$ cat src/rtl/eth_frame_gen.sv
// eth_frame_gen -- GMII transmit frame generator for link bring-up and loopback.
// Each frame is preamble, SFD, pattern payload, zero pad up to MIN_PAY, FCS, then an idle gap.
// Sends frame_cnt frames, or runs until stop when frame_cnt = 0.
//
// Ports
//   clk          GMII TX clock; everything runs on its rising edge
//   rst_n        asynchronous active-low reset
//   start        one-cycle pulse; accepted only in IDLE, latches every config input
//   stop         level or pulse; the current frame completes, then IDLE
//   frame_len    payload byte count, FCS excluded
//   frame_cnt    frames to send; 0 = continuous
//   ifg          idle cycles after each FCS; values below MIN_IFG are raised to MIN_IFG
//   mode         0/3 incrementing, 1 constant, 2 PRBS x^8+x^6+x^5+x^4+1
//   seed         pattern seed; a PRBS seed of 0 is replaced by 0x01
//   crc_err      inverts bit 0 of the last FCS byte of every frame
//   tx_clk       forwarded clk
//   tx_dat       GMII TXD, registered
//   tx_en        GMII TX_EN, registered
//   tx_er        tied low
//   busy         high from the cycle after start is accepted until IDLE is re-entered
//   done         one-cycle pulse on the cycle IDLE is re-entered
//   frames_sent  frames completed since the last start, saturating
module eth_frame_gen #(
  parameter int LEN_W   = 16,
  parameter int CNT_W   = 16,
  parameter int PRE_LEN = 7,
  parameter int MIN_PAY = 60,
  parameter int MIN_IFG = 12
) (
  input  logic             clk,
  input  logic             rst_n,
  input  logic             start,
  input  logic             stop,
  input  logic [LEN_W-1:0] frame_len,
  input  logic [CNT_W-1:0] frame_cnt,
  input  logic [7:0]       ifg,
  input  logic [1:0]       mode,
  input  logic [7:0]       seed,
  input  logic             crc_err,
  output logic             tx_clk,
  output logic [7:0]       tx_dat,
  output logic             tx_en,
  output logic             tx_er,
  output logic             busy,
  output logic             done,
  output logic [CNT_W-1:0] frames_sent
);

  // One extra bit so frame_len = all-ones never wraps the byte counter.
  localparam int CW = LEN_W + 1;
  localparam logic [CW-1:0] PRE_LAST  = CW'(PRE_LEN - 1);
  localparam logic [CW-1:0] MIN_PAY_C = CW'(MIN_PAY);
  localparam logic [7:0]    MIN_IFG_C = 8'(MIN_IFG);

  typedef enum logic [2:0] {IDLE, PRE, SFD, DATA, PAD, FCS, GAP} state_t;

  state_t           state_q, state_d;
  logic [CW-1:0]    cnt_q, cnt_d;
  logic             stop_q;
  logic             frame_end;
  logic [CNT_W-1:0] fs_next;

  logic [CW-1:0]    len_q;
  logic [CNT_W-1:0] fcnt_q;
  logic [7:0]       ifg_q;
  logic [1:0]       mode_q;
  logic [7:0]       seed_q;
  logic             err_q;
  logic [7:0]       pat_q;
  logic [31:0]      crc_q;

  logic [7:0]       dat_p0;
  logic             en_p0;
  logic [31:0]      fcs_word;

  // Reflected IEEE 802.3 CRC-32, one byte, LSB first.
  function automatic logic [31:0] crc32_byte(input logic [31:0] c, input logic [7:0] b);
    logic [31:0] r;
    r = c ^ {24'h0, b};
    for (int i = 0; i < 8; i++)
      r = r[0] ? ((r >> 1) ^ 32'hEDB8_8320) : (r >> 1);
    return r;
  endfunction

  function automatic logic [7:0] pat_step(input logic [7:0] p, input logic [1:0] m);
    case (m)
      2'd1:    pat_step = p;
      2'd2:    pat_step = {p[6:0], p[7] ^ p[5] ^ p[4] ^ p[3]};
      default: pat_step = p + 8'd1;
    endcase
  endfunction

  assign tx_clk   = clk;
  assign tx_er    = 1'b0;
  assign fcs_word = ~crc_q;
  assign fs_next  = (frames_sent == '1) ? frames_sent : frames_sent + CNT_W'(1);

  always_comb begin
    state_d   = state_q;
    cnt_d     = cnt_q;
    dat_p0    = 8'h00;
    en_p0     = 1'b0;
    frame_end = 1'b0;
    case (state_q)
      IDLE: begin
        if (start) begin
          state_d = PRE;
          cnt_d   = '0;
        end
      end
      PRE: begin
        dat_p0 = 8'h55;
        en_p0  = 1'b1;
        if (cnt_q == PRE_LAST) begin
          state_d = SFD;
          cnt_d   = '0;
        end else begin
          cnt_d = cnt_q + CW'(1);
        end
      end
      SFD: begin
        dat_p0  = 8'hD5;
        en_p0   = 1'b1;
        cnt_d   = '0;
        state_d = (len_q == '0) ? PAD : DATA;
      end
      DATA: begin
        dat_p0 = pat_q;
        en_p0  = 1'b1;
        cnt_d  = cnt_q + CW'(1);
        if (cnt_d == len_q) begin
          // Short payloads keep counting into PAD so the pad ends at MIN_PAY total bytes.
          if (len_q < MIN_PAY_C) begin
            state_d = PAD;
          end else begin
            state_d = FCS;
            cnt_d   = '0;
          end
        end
      end
      PAD: begin
        en_p0 = 1'b1;
        cnt_d = cnt_q + CW'(1);
        if (cnt_d >= MIN_PAY_C) begin
          state_d = FCS;
          cnt_d   = '0;
        end
      end
      FCS: begin
        en_p0  = 1'b1;
        dat_p0 = fcs_word[8*cnt_q[1:0] +: 8];
        if (cnt_q[1:0] == 2'd3) begin
          dat_p0[0] = fcs_word[24] ^ err_q;
          state_d   = GAP;
          cnt_d     = '0;
        end else begin
          cnt_d = cnt_q + CW'(1);
        end
      end
      GAP: begin
        cnt_d = cnt_q + CW'(1);
        if (cnt_d == CW'(ifg_q)) begin
          frame_end = 1'b1;
          cnt_d     = '0;
          if (stop_q || stop || ((fcnt_q != '0) && (fs_next == fcnt_q)))
            state_d = IDLE;
          else
            state_d = PRE;
        end
      end
      default: state_d = IDLE;
    endcase
  end

  // Control and output registers: stage p0 -> GMII pins
  always_ff @(posedge clk or negedge rst_n) begin
    if (!rst_n) begin
      state_q     <= IDLE;
      cnt_q       <= '0;
      stop_q      <= 1'b0;
      busy        <= 1'b0;
      done        <= 1'b0;
      frames_sent <= '0;
      tx_dat      <= 8'h00;
      tx_en       <= 1'b0;
    end else begin
      state_q <= state_d;
      cnt_q   <= cnt_d;
      tx_dat  <= dat_p0;
      tx_en   <= en_p0;
      done    <= 1'b0;
      if (state_q == IDLE) begin
        if (start) begin
          busy        <= 1'b1;
          frames_sent <= '0;
          // A stop arriving with start still lets exactly one frame out.
          stop_q      <= stop;
        end
      end else begin
        stop_q <= stop_q | stop;
      end
      if (frame_end) begin
        frames_sent <= fs_next;
        if (state_d == IDLE) begin
          busy <= 1'b0;
          done <= 1'b1;
        end
      end
    end
  end

  // Datapath: latched configuration, pattern generator and running CRC
  always_ff @(posedge clk) begin
    if (state_q == IDLE && start) begin
      len_q  <= {1'b0, frame_len};
      fcnt_q <= frame_cnt;
      ifg_q  <= (ifg < MIN_IFG_C) ? MIN_IFG_C : ifg;
      mode_q <= mode;
      seed_q <= seed;
      err_q  <= crc_err;
    end
    case (state_q)
      SFD: begin
        pat_q <= (mode_q == 2'd2 && seed_q == 8'h00) ? 8'h01 : seed_q;
        crc_q <= 32'hFFFF_FFFF;
      end
      DATA: begin
        pat_q <= pat_step(pat_q, mode_q);
        crc_q <= crc32_byte(crc_q, pat_q);
      end
      PAD: crc_q <= crc32_byte(crc_q, 8'h00);
      default: ;
    endcase
  end

endmodule
$ cat config.mk
export PLATFORM = sky130hd
export DESIGN_NAME = eth_frame_gen
export DESIGN_NICKNAME = d
export VERILOG_FILES = /design/src/rtl/eth_frame_gen.sv
export SDC_FILE = /design/constraint.sdc
export NUM_CORES = 1
export LEC_CHECK = 0
export BUFFER_PORTS_ARGS = -buffer_cell sky130_fd_sc_hd__buf_2
export CELL_PAD_IN_SITES_DETAIL_PLACEMENT = 1
export CELL_PAD_IN_SITES_GLOBAL_PLACEMENT = 1
export CORE_MARGIN = 3
export CORE_UTILIZATION = 52
export DETAILED_ROUTE_END_ITERATION = 16
export PLACE_DENSITY_LB_ADDON = 0.25
export SETUP_SLACK_MARGIN = 0.15
export SLEW_MARGIN = 20
export SYNTH_ARGS = -nofsm -noshare
export SYNTH_HDL_FRONTEND = slang
export SYNTH_SLANG_ARGS = --single-unit
$ cat constraint.sdc
create_clock -name clk -period 5.6 [get_ports clk]
set_input_delay 0.56 -clock clk [delete_from_list [all_inputs] [get_ports clk]]
set_output_delay 0.56 -clock clk [all_outputs]
set_load 0.02 [all_outputs]
==> impl_metrics.yaml <==
run_status:
  status: "completed"
synth:
  synthCells: 960
  synth_warnings: 0
  synthesis.area_um2: 9750
  ys_seq_elements: 139
  syn-num-nets: 1020
  ys.flop_type: "edfxtp_1"
  synthArstFlopShare_pct: 34.5
  yosysTopAreaCellShare_pct: 28.0
  synth_top_area_cell: "edfxtp_1"
  synth_cell_types: 100
  ys_seq_area_share_pct: 40.3
  synth_enable_flop_cells: 91
  synth_area_leaders: "edfxtp_1 (28%), dfrtp_1 (12%), xnor2_1 (10%), xor2_1 (3.3%), nand2_1 (2.7%)"
  syn-mean-instance-area_um2: 10.2
critical_path:
  rr_endpoint: "cnt_q[14]$_DFFE_PN0P_"
  critPathLaunch: "cnt_q[0]$_DFFE_PN0P_"
  reg2reg_slack_ns: 1.64
  crit_arrival_ns: 4.41
  worstSetupEndpointType: "flip-flop"
  setup.worst_path.start_class: "flip-flop"
  crit_fanout: 17
  ff2ff_path_depth: 10
  path_class: "reg2reg"
  required_ns: 6.05
  reg2reg_from: "cnt_q[0]$_DFFE_PN0P_"
route:
  drc_errors: 0
  viasPerCell: 6.59
  drt.antenna.violating_nets: 0
  wl_per_cell_um: 23.6
  vias: 8168
  dr.pass1.iters: 6
  wirelength_um: 29200
  first_iter_violations: 600
place:
  place.detailed.hpwl_um: 20100
  port-buffer-count: 82
  place_inst: 1204
  place_ws_ns: 1.75
  place_congestion: 0.886
grt:
  overflow: 0
  grt_first_pass_wirelength_um: 45900
  grt_max_degree: 49
  antenna_found_initial: 1
  track_usage_pct: 29.2
  grt_pass1_vias: 8288
floorplanning:
  ios: 84
  fp.dieArea_um2: 20400
  die_w_um: 143
  rows: 49
  start_util_pct: 53.5
  die_y_um: 143
  design.core.area_um2: 18200
timing:
  timing.fmax_mhz: 253
  setup-tns-final_ns: 0
  hold_violations: 0
  slew_headroom_pct: 34.4
  maxSlewViolCount: 0
  rsz0062_at_grt: "false"
  setup_ws_ns: 1.64
  post-route-period-util_pct: 70.7
  finalCriticalPeriod_ns: 3.96
  setup_viol: 0
  tightest_slew_ns: 0.985
  fin_skew_ns: 0.0118
clocking:
  worst_skew_pair.late_latency_ns: 0.56
  cts.repair.resized: 0
  hold_buffers: 0
  postCtsSetupBuffers: 0
  cts_tree: "built"
  path_clk_slew_ns: 0.07
flow_run:
  drv_cap: 0
cells_and_area:
  syn2layout_area_growth_pct: 9.95
  n_antenna_cell: 0
  layout_commonest_cell: "xnor2_1"
  final_nets: 1057
  instances_no_fill: 1239
  drive_above_1_share_pct: 19.3
  final_util_pct: 58.9
  layout_common_cells: "xnor2_1 (113), edfxtp_1 (91), buf_2 (82)"
power_and_ir_drop:
  power.density_nw_per_um2: 348
  ir_worst_vdd_v: 0.000330
  finalPower_mw: 3.73
  p_leak_nw: 3.96
min_path:
  worstHoldPathType: "in2async"
[kinds of logic (layout without fill, tap and decap cells)]
family	count (synthesis)	in the layout	synth area share [%]
other cells	1	1	0.0385
simple gates	308	308	18.3
buf+inv	94	144	5.54
mux	25	25	3.72
flops	139	139	40.3
compound gates	232	232	16.8
fa+ha+maj	5	5	0.642
xor+xnor	156	156	14.7
[final cells by class]
class	instances	area [um2]
sequential	139	3930
tap	229	287
inverter	18	67.6
timing repair buffer	90	473
fill	1994	7490
clock inverter	15	171
multi-input combinational	727	5280
clock buffer	21	505
[power breakdown]
group          switching [mW]  leakage [nW]  internal [mW]
logic                   0.585          2.17          0.402
registers               0.266          1.46           1.19
clock network           0.550         0.338          0.735
[worst max-delay path: stages, from the launching register on]
cell and delay, ns:
dfrtp_1 0.32, buf_4 0.33, ha_1 0.49, nand4_2 0.33, nor4_2 0.34, xnor2_1 0.23
o2111a_1 0.34, a31oi_1 0.19, a311oi_4 0.90, o31ai_1 0.15, a32oi_1 0.22
[Yosys cell counts (all sizes together), types with 9 or more instances]
library cell,count
clkbuf,37
mux2i,10
nand2,72
and3,10
nor4,23
xnor2,117
nor3,24
xor2,38
a31oi,15
inv,17
nor2,61
buf,39
a221oi,9
a22oi,10
a21oi,46
and2,16
and4,9
nand3,34
o21ai,54
nand4,20
edfxtp,91
dfrtp,48
[how the worst max path moves through the flow]
stage	to	slack (ns)	depth (start not counted)
finish	cnt_q[14]$_DFFE_PN0P_	1.64	10
global route	frames_sent[11]$_DFFE_PN0P_	1.43	10
CTS	frames_sent[11]$_DFFE_PN0P_	1.71	11
detailed placement	frames_sent[11]$_DFFE_PN0P_	1.75	11
global placement	cnt_q[6]$_DFFE_PN0P_	1.83	12
floorplan	tx_clk	2.11	1
[per-layer routing]
layer	wire length [um]	part of all wire, %	global-route usage (%)	up-vias
met5	9	0.031	0	-
met4	897	3.1	13.0	2
met3	1880	6.4	5.86	70
met2	14200	49	47.2	337
met1	12200	42	38.1	4113
li1	-	-	-	3646
[state kept, by name (all words and copies together) (netlist names)]
signal       cells
state_q          3
seed_q           8
cnt_q           17
frames_sent     16
busy             1
tx_dat           8
stop_q           1
done             1
pat_q            8
len_q           16
err_q            1
fcnt_q          16
crc_q           32
tx_en            1
ifg_q            8
mode_q           2
[stage by stage]
step / hold WS, ns / cell area [um2]
final: 0.144 / 10700
after global routing: 0.157 / 10700
after CTS: 0.166 / 10700
after detailed placement: 0.540 / 10000
after global placement: 0.522 / 10000
after floorplan: 0.264 / 9750
Power figures use the tool's default switching activity.
